File: src/rtl/serial_frame_tx.sv
// rtl/serial_frame_tx.sv - serial frame transmitter: start, port, length, LSB-first payload, done.
// Optional even-parity bit after the payload when SERIAL_FRAME_PARITY_EN is defined.
module serial_frame_tx (
    input  logic        clk,
    input  logic        rst,
    input  logic        clkEn,
    input  logic        start,
    input  logic [1:0]  port,
    input  logic [3:0]  dataNum,
    input  logic [15:0] data,
    output logic        SerOut,
    output logic        Busy,
    output logic        Done
);

    typedef enum logic [2:0] {
        S_IDLE,
        S_START,
        S_PORT,
        S_NUM,
        S_DATA,
        S_DONE
`ifdef SERIAL_FRAME_PARITY_EN
        , S_PARITY
`endif
    } state_t;

`ifdef SERIAL_FRAME_PARITY_EN
    localparam state_t AFTER_DATA = S_PARITY;
`else
    localparam state_t AFTER_DATA = S_DONE;
`endif

    state_t      state_q, state_d;
    logic [3:0]  cnt_q, cnt_d;
    logic [1:0]  port_q, port_d;
    logic [3:0]  num_q, num_d;
    logic [15:0] data_q, data_d;
`ifdef SERIAL_FRAME_PARITY_EN
    logic        par_q, par_d;
`endif

    always_ff @(posedge clk or posedge rst) begin
        if (rst) begin
            state_q <= S_IDLE;
            cnt_q   <= '0;
            port_q  <= '0;
            num_q   <= '0;
            data_q  <= '0;
`ifdef SERIAL_FRAME_PARITY_EN
            par_q   <= 1'b0;
`endif
        end else if (clkEn) begin
            state_q <= state_d;
            cnt_q   <= cnt_d;
            port_q  <= port_d;
            num_q   <= num_d;
            data_q  <= data_d;
`ifdef SERIAL_FRAME_PARITY_EN
            par_q   <= par_d;
`endif
        end
    end

    always_comb begin
        state_d = state_q;
        cnt_d   = cnt_q;
        port_d  = port_q;
        num_d   = num_q;
        data_d  = data_q;
`ifdef SERIAL_FRAME_PARITY_EN
        par_d   = par_q;
`endif
        case (state_q)
            S_IDLE: begin
                if (start) begin
                    state_d = S_START;
                    port_d  = port;
                    num_d   = dataNum;
                    data_d  = data;
                    cnt_d   = '0;
`ifdef SERIAL_FRAME_PARITY_EN
                    par_d   = 1'b0;
`endif
                end
            end
            S_START: begin
                state_d = S_PORT;
                cnt_d   = '0;
            end
            S_PORT: begin
                if (cnt_q == 4'd1) begin
                    state_d = S_NUM;
                    cnt_d   = '0;
                end else begin
                    cnt_d = cnt_q + 4'd1;
                end
            end
            S_NUM: begin
                if (cnt_q == 4'd3) begin
                    cnt_d   = '0;
                    state_d = (num_q != 4'd0) ? S_DATA : AFTER_DATA;
                end else begin
                    cnt_d = cnt_q + 4'd1;
                end
            end
            S_DATA: begin
                // Payload shifts out LSB first; the counter stops at num-1 so 15 never wraps.
                data_d = {1'b0, data_q[15:1]};
`ifdef SERIAL_FRAME_PARITY_EN
                par_d  = par_q ^ data_q[0];
`endif
                if (cnt_q == num_q - 4'd1) begin
                    state_d = AFTER_DATA;
                    cnt_d   = '0;
                end else begin
                    cnt_d = cnt_q + 4'd1;
                end
            end
`ifdef SERIAL_FRAME_PARITY_EN
            S_PARITY: state_d = S_DONE;
`endif
            S_DONE:  state_d = S_IDLE;
            default: state_d = S_IDLE;
        endcase
    end

    always_comb begin
        SerOut = 1'b1;
        case (state_q)
            S_START: SerOut = 1'b0;
            S_PORT:  SerOut = cnt_q[0] ? port_q[0] : port_q[1];
            S_NUM:   SerOut = num_q[2'd3 - cnt_q[1:0]];
            S_DATA:  SerOut = data_q[0];
`ifdef SERIAL_FRAME_PARITY_EN
            S_PARITY: SerOut = par_q;
`endif
            default: SerOut = 1'b1;
        endcase
    end

    assign Busy = (state_q != S_IDLE);
    assign Done = (state_q == S_DONE);

endmodule

File: config.mk
export PLATFORM = sky130hd
export DESIGN_NAME = serial_frame_tx
export DESIGN_NICKNAME = d
export VERILOG_FILES = /design/src/rtl/serial_frame_tx.sv
export SDC_FILE = /design/constraint.sdc
export NUM_CORES = 1
export LEC_CHECK = 0
export ABC_AREA = 1
export BUFFER_PORTS_ARGS = -buffer_cell sky130_fd_sc_hd__buf_2
export CORE_MARGIN = 2
export CORE_UTILIZATION = 50
export DETAILED_ROUTE_END_ITERATION = 6
export PLACE_DENSITY = 0.79
export SYNTH_ARGS = -nofsm -noshare
export SYNTH_HDL_FRONTEND = slang
export SYNTH_SLANG_ARGS = --single-unit
File: constraint.sdc
create_clock -name clk -period 2.33 [get_ports clk]
set_input_delay 0.3495 -clock clk [delete_from_list [all_inputs] [get_ports clk]]
set_output_delay 0.3495 -clock clk [all_outputs]
set_load 0.05 [all_outputs]
# Yosys cells after proc, flatten, opt, wreduce, memory -nomap -nowiden
# Index checks and enable logic that the tools add are counted.
# classes
reduce_logical	9
order_cmp	1
eq_ne	12
n_shift	0
div_mod_pow	0
bitwise_logic	0
mul	0
muxes	17
add_sub_neg	3
# ops
operator	count
one-hot mux 16 bit (2 select lines)	1
one-hot mux 4 bit (5 select lines)	1
2-to-1 mux 16 bit	1
2-to-1 mux 4 bit	4
one-hot mux 3 bit (5 select lines)	1
2-to-1 mux 3 bit	4
AND reduction 3 bit	3
!= test 2 bit, second input constant	4
== test 3 x 2 -> 1 bit, second input constant	2
== test 3 bit, second input constant	2
AND reduction 5 bit	1
nonzero test 5 bit	1
adder 4 x 1 -> 4 bit, second input constant	1
== test 4 x 1 -> 1 bit, second input constant	1
== test 4 x 2 -> 1 bit, second input constant	1
== test 4 bit	1
one-hot mux 1 bit (4 select lines)	1
nonzero test 4 bit	1
subtractor 4 x 1 -> 4 bit, second input constant	1
== test 3 x 1 -> 1 bit, second input constant	1
logical NOT 3 bit	1
< comparator 2 x 3 -> 1 bit, second input constant	1
2-to-1 mux 1 bit	3
nonzero test 3 bit	1
other kinds (3)	3
# totals
mem_bits_ro	0
regBits	29
n_memories	0
wordCells	47
input_bits	26
ramBits	0
latch_bits	0

# Logic depth before layout (Yosys ltp)
# Gate-level depths: netlist of the first run.
# logic_depth
word_depth	4
ltp_mapped	12
ltp_nobuf	12

# Least setup slack after synthesis of the first run
# OpenSTA, ideal clock, no wires.
# synth_timing
path_type	register to output
from	reg state_q[0]
to	out SerOut
t_arrival_ns	1.697
path_slack_ns	0.283
path_buffers	1
stages_incl_launch_ff	8
path_cell_list	dfrtp_1 inv_2 nand2_4 nor2_2 buf_6 inv_4 nand2_1 o2111ai_1
# synth_between
elab_chain_len	2
word_cells_on_any_way	5
cone_classes	eq/ne (4); mux (1)
# synth_rtl
element	line	source
start: declaration	34	state_t state_q, state_d;
start signal: assignment	54	state_q <= state_d;
== test 3 bit (tied with other cells)	130	case (state_q)
one-hot mux 1 bit (4 select lines) *	130	
end: declaration	11	output logic SerOut,
# Mark *: on every way between the ends. The rest lies on a longest branch, timed or not.

# Final worst setup path of the first run
# Same ends and word-level chain as after synthesis.

==> reports/qor.txt, run 1 <==
status = completed
Tcrit/Tclk final = 0.917
Slew Limit Fails = 0
yosys warns = 0
die footprint = 3780 sq um
Max VDD drop = 0.000655 V
Reg-to-Reg Start = state_q[0]
Synth cell types = 29
pwr dens = 1300 nW/um^2
post-cts gate resize count = 0
antenna-violating nets left = 0
Hold Fails Final Rpt = 0
CTS Sinks = 29
Mean Syn Cell Area = 7.62 sq um
NetSw = 0.00108 W
number of flops mapped to enable cells by yosys = 0
RSZ-0062 raised after global routing = false
Setup crit end kind = output port
Max-Cap Viols = 0
WP data required = 1.98 ns
Finish-stage setup viols = 0
clock-pin slew on the worst setup and hold paths = 0.10 ns
Antenna Cells = 0
Sequential Power Share = 0.369
Worst Reg-to-Reg Cells = 8
total CTS buffers = 5
Gate Count Post-Synth = 217
Leak = 0.956 nW
vias post-DR = 1,441
fraction of layout cells with a size suffix above 1 = 0.206
Crit Path Class = reg -> out
post-synthesis net count = 246
design area = 1890 sq um
maximum number of pins on one net before global-route repair = 33
Area contributors post-synth = dfrtp_1, nand2_1, nor2_1
dpl hpwl = 2360 microns
fin nets = 276
hold buffers post-CTS = 0
port bufs = 28
depth of the CTS H-tree = 2
hold_ws = 0.0659 ns
CTS Buffer Depth = 2
# rows = 20
Total Wirelength = 3150 microns
sequential area share after synthesis = 0.439
Peak Freq = 468 MHz
post-synth top area cell = dfrtp_1
Slew HR = 0.661
Placer Congestion = 0.884
Yosys reg bits = 29
Post-CTS Setup Inserts = 0
Final TNS setup = 0 ns
critical path fanouts, max = 16
grt ovf = 0
final setup skew = 0.00835 ns
Die Height = 61.5 microns
core area = 3100 sq um
worst skew pair latency = 0.33 ns
R2R Path End = data_q[6]
CTS tree = done
Starting Density = 0.533
drt initial violations = 74
IO Count = 29
mapped cell area = 1650 sq um
CP Launch Type = flop
Main synth FF type = dfrtp_1
vias in the first global route = 1,232
final routed DRC violation total = 0
CP arrival = 1.79 ns
min Tclk post-route = 2.14 ns
share of the synthesized area in the top cell type = 0.439
P_int = 0.00137 W
Syn-to-layout area delta = 14.0%
FFs w/ async S/R, synth = 1.00
DR WL/cell = 10.8 microns
Clk pwr share = 0.177
switch share = 0.441
Die W = 61.5 microns
worst-margin pin slew = 0.507 ns
Via density = 4.93
hold crit path type = in -> async
Root Buffer = clkbuf_4
initial antenna violation count = 0
Comb power frac = 0.454
first-pass GRT wire length = 5290 microns
area post-placement = 1800 sq um
most common cell in the netlist = nand2_1
Tot GR Track Use = 0.189
FF-to-FF setup slack = 0.48 ns
Synth top cells by count = nand2_1, dfrtp_1, nor2_1
DR pass1 iterations = 4
[through the flow]
stage	utilization	setup slack, ns	std cells	total power (W)
after floorplan	-	0.283	217	0.00183
after global placement	0.580	0.572	284	0.00200
after detailed placement	0.580	0.507	284	0.00203
after CTS	0.608	0.168	292	0.00247
after global routing	0.608	0.0448	292	0.00267
final	0.608	0.193	292	0.00246
[critical path, cell delays in order, from the launching register on]
cell and delay, ns:
dfrtp_1 0.45, inv_2 0.09, nand2_4 0.11, nor2_2 0.07, inv_4 0.14, nand2_1 0.09, o2111ai_1 0.21, buf_2 0.30
[layer usage]
| metal | track usage | wire [microns] | up-vias |
|---|---|---|---|
| met2 | 0.274 | 1440 | 28 |
| met1 | 0.267 | 1550 | 647 |
| met4 | 0.0729 | 28 | 0 |
| met5 | 0 | 0 | - |
| li1 | - | - | 762 |
| met3 | 0.0567 | 123 | 4 |
[power groups by stage]
stage          Clock, W  Sequential [W]  Combinational (W)
3_3_place_gp          0        0.000904            0.00110
6_report       0.000434        0.000906            0.00111
3_5_place_dp          0        0.000916            0.00111
2_1_floorplan         0        0.000855           0.000978
4_1_cts        0.000444        0.000905            0.00112
5_1_grt        0.000471        0.000935            0.00127
[registers in the layout (all words and copies together) (netlist names)]
register  flops
data_q       16
cnt_q         4
state_q       3
port_q        2
num_q         4
[how the worst max path moves through the flow]
stage | end | slack, ns | startpoint | depth (start not counted)
after global placement | SerOut | 0.57 | state_q[2] | 6
after floorplan | SerOut | 0.28 | state_q[0] | 7
final | SerOut | 0.19 | state_q[0] | 7
after detailed placement | data_q[13] | 0.51 | state_q[0] | 8
after CTS | SerOut | 0.17 | state_q[0] | 7
after global routing | SerOut | 0.04 | state_q[0] | 7
[cell families (layout without fill, tap and decap cells)]
family / Yosys count / after routing / share of synthesized area
and+or+nand+nor: 119 / 119 / 0.304
AOI/OAI and AO/OA: 31 / 31 / 0.113
buffers and inverters: 31 / 62 / 0.0968
DFF: 29 / 29 / 0.439
adders and majority gates: 3 / 3 / 0.0227
xor gates and xnor gates: 2 / 2 / 0.0106
muxes: 2 / 2 / 0.0136
[layout make-up]
class	instances	area, sq um
Clock inverter	1	30.0
Clock buffer	7	55.1
Fill cell	304	1220
Sequential cell	29	726
Tap cell	44	55.1
Inverter	23	88.8
Multi-Input combinational cell	157	768
Timing Repair Buffer	31	163
[cells in the final DEF, fill, tap and decap left out, drive strengths merged]
cell,netlist,routed
nor3,1,1
o31ai,1,1
clkbuf,0,7
a31oi,14,14
nand4,3,3
mux2,2,2
nand3,14,14
nand2,71,71
a21oi,7,7
dfrtp,29,29
buf,8,31
nor2,29,29
bufinv,0,1
o2111ai,1,1
o211ai,2,2
or2,1,1
o21ai,6,6
xor2,2,2
inv,23,23
ha,3,3
Note: power is estimated with default switching activity, not from simulation.
==> inputs of run 2 (changes only) <==
--- a/config.mk
+++ b/config.mk
@@ -10,6 +10,7 @@
 export CORE_MARGIN = 2
 export CORE_UTILIZATION = 50
 export DETAILED_ROUTE_END_ITERATION = 6
+export GPL_TIMING_DRIVEN = 0
 export PLACE_DENSITY = 0.79
 export SYNTH_ARGS = -nofsm -noshare
 export SYNTH_HDL_FRONTEND = slang
==> run 2 against run 1 <==
  * Die area did not move
  * Count of clock-buffer cells in the layout fell by 1
  * Core utilization rose by 0.48 points
  * Via count rose by 2.7%
  * Wire length rose by 2.7%
  * Worst setup slack got worse by 0.081 ns
  * Register-to-register slack improved by 0.18 ns
  * Critical path type unchanged
==> reports/qor.txt, run 2 (synthesis gave the netlist of run 1 again) <==
status = completed
Total Wirelength = 3230 microns (+2.7%)
core area = 3100 sq um (unchanged)
hold_ws = 0.222 ns (+0.156 ns)
Syn-to-layout area delta = 14.9%
DR pass1 iterations = 4 (unchanged)
Starting Density = 0.533 (unchanged)
Worst path most repeated cell = buf_6
vias post-DR = 1,480 (+2.7%)
fraction of layout cells with a size suffix above 1 = 0.221 (+0.0157)
CTS Buffer Depth = 2 (unchanged)
placed insts = 289 (+1.8%)
# rows = 20 (unchanged)
Crit Path Class = reg -> out
clock-pin slew on the worst setup and hold paths = 0.09 ns (about the same)
worst skew pair latency = 0.34 ns (about the same)
Via density = 4.98 (+0.98%)
worst-margin pin slew = 1.06 ns (+0.554 ns)
Max-Cap Viols = 0 (unchanged)
Hold Fails Final Rpt = 0 (unchanged)
Tot GR Track Use = 0.201 (+0.0117)
Setup crit end kind = output port
met2 Use GR = 0.287 (+0.0135)
CTS tree = done
Crit path largest cell delay = 0.45 ns (about the same)
fin cells = 297 (+1.7%)
critical path's slowest cell = dfrtp_1
hold buffers post-CTS = 0 (unchanged)
Placer Congestion = 0.849 (-4.0%)
largest reg by FF count = data_q
critical path fanouts, max = 10 (-6)
initial antenna violation count = 0 (unchanged)
GR Layer Usage met3 = 0.0777 (+0.0210)
Post-CTS Setup Inserts = 0 (unchanged)
first-pass GRT wire length = 5420 microns (+2.5%)
Antenna Cells = 0 (unchanged)
commonest cells after routing, fill and taps aside = nand2_1, buf_2, dfrtp_1, nor2_1, inv_1
vias in the first global route = 1,270 (+3.1%)
port bufs = 28 (unchanged)
final setup skew = 0.0142 ns (+0.00588 ns)
min Tclk post-route = 2.22 ns (+0.0812 ns)
total CTS buffers = 5 (unchanged)
hold crit path type = in -> reg
Regs by FF count = data_q (16), cnt_q (4), num_q (4)
final routed DRC violation total = 0 (unchanged)
IO Count = 29 (unchanged)
Die W = 61.5 microns (unchanged)
dpl hpwl = 2400 microns (+1.8%)
Max VDD drop = 0.000618 V (-5.6%)
Root Buffer = clkbuf_4
CP arrival = 1.87 ns (+0.08 ns)
antenna-violating nets left = 0 (unchanged)
pwr dens = 1250 nW/um^2 (-4.0%)
depth of the CTS H-tree = 2 (unchanged)
Finish-stage setup viols = 0 (unchanged)
flip-flop count of the largest register after layout = 16 (unchanged)
Pwr Total = 0.00237 W (-3.3%)
post-cts gate resize count = 0 (unchanged)
Slew Limit Fails = 0 (unchanged)
critical-path cell list = inv_2 > nand2_4 > nor2_2 > buf_6 > buf_6 > nand2_1 > o2111ai_1 > buf_2
DR WL/cell = 10.9 microns (+0.94%)
CP Launch Type = flop
Tcrit/Tclk final = 0.952 (+0.0349)
Peak Freq = 451 MHz (-3.7%)
drt initial violations = 73 (-1.4%)
M1 GR Usage = 0.274 (+0.00674)
commonest non-fill, non-tap cell in the layout = nand2_1
fin nets = 281 (+1.8%)
GRT busiest layer = met2
design area = 1900 sq um (+0.80%)
die footprint = 3780 sq um (unchanged)
Slew HR = 0.292 (-0.369)
CTS Sinks = 29 (unchanged)
WP data required = 1.98 ns (about the same)
Die Height = 61.5 microns (unchanged)
Final TNS setup = 0 ns (unchanged)
grt ovf = 0 (unchanged)
maximum number of pins on one net before global-route repair = 30 (-9.1%)
Leak = 0.970 nW (+1.5%)
area post-placement = 1850 sq um (+2.7%)
RSZ-0062 raised after global routing = false
## run 2: changes by cell type in the layout (fill, tap and decap cells not counted), sizes merged
cell and delta:
bufinv -1, clkinv +2, clkbuf -1, buf +5
## run 2: worst paths after layout
kind / from / to / slack, ns / depth (start not counted)
worst max-delay path: state_q[0] / SerOut / 0.11 / 8
worst min-delay path: port[0] / port_q[0] / 0.22 / 2
worst max register to register: num_q[0] / cnt_q[1] / 0.66 / 12
worst min register to register: port_q[0] / port_q[0] / 0.51 / 1
max in group asynchronous: rst / data_q[3] / 1.42 / 2
min in group asynchronous: rst / data_q[13] / 0.26 / 2
## run 2: worst max-delay path, delay by kind of cell, from the launching register on
family / cells / cell delay (ns)
AO/OA/AOI/OAI: 1 / 0.09
flip-flops: 1 / 0.45
buffers and inverters: 4 / 0.72
AND/OR/NAND/NOR: 3 / 0.27
## run 2: area by class of cell
| type | instances | area, sq um |
|---|---|---|
| Fill cell | 315 | 1200 |
| Multi-Input combinational cell | 157 | 768 |
| Sequential cell | 29 | 726 |
| Timing Repair Buffer | 28 | 140 |
| Inverter | 23 | 88.8 |
| Buffer | 8 | 71.3 |
| Tap cell | 44 | 55.1 |
| Clock buffer | 6 | 41.3 |
| Clock inverter | 2 | 10.0 |
## run 2: through the flow
step,utilization,setup slack [ns]
after floorplan,-,0.283
after global placement,0.596,0.477
after detailed placement,0.596,0.498
after CTS,0.613,0.113
after global routing,0.613,0.00495
final,0.613,0.112
## run 2: routing by layer
metal	wire length, microns	share of wire
met3	206	0.064
met1	1590	0.49
met2	1400	0.43
met5	0	0
met4	38	0.012
## run 2: report_power, final
part | total, W | internal, W | switching, W
Clock | 0.000295 | 0.000115 | 0.000181
Combinational | 0.00120 | 0.000432 | 0.000766
Sequential | 0.000882 | 0.000731 | 0.000150
Total | 0.00237 | 0.00128 | 0.00110
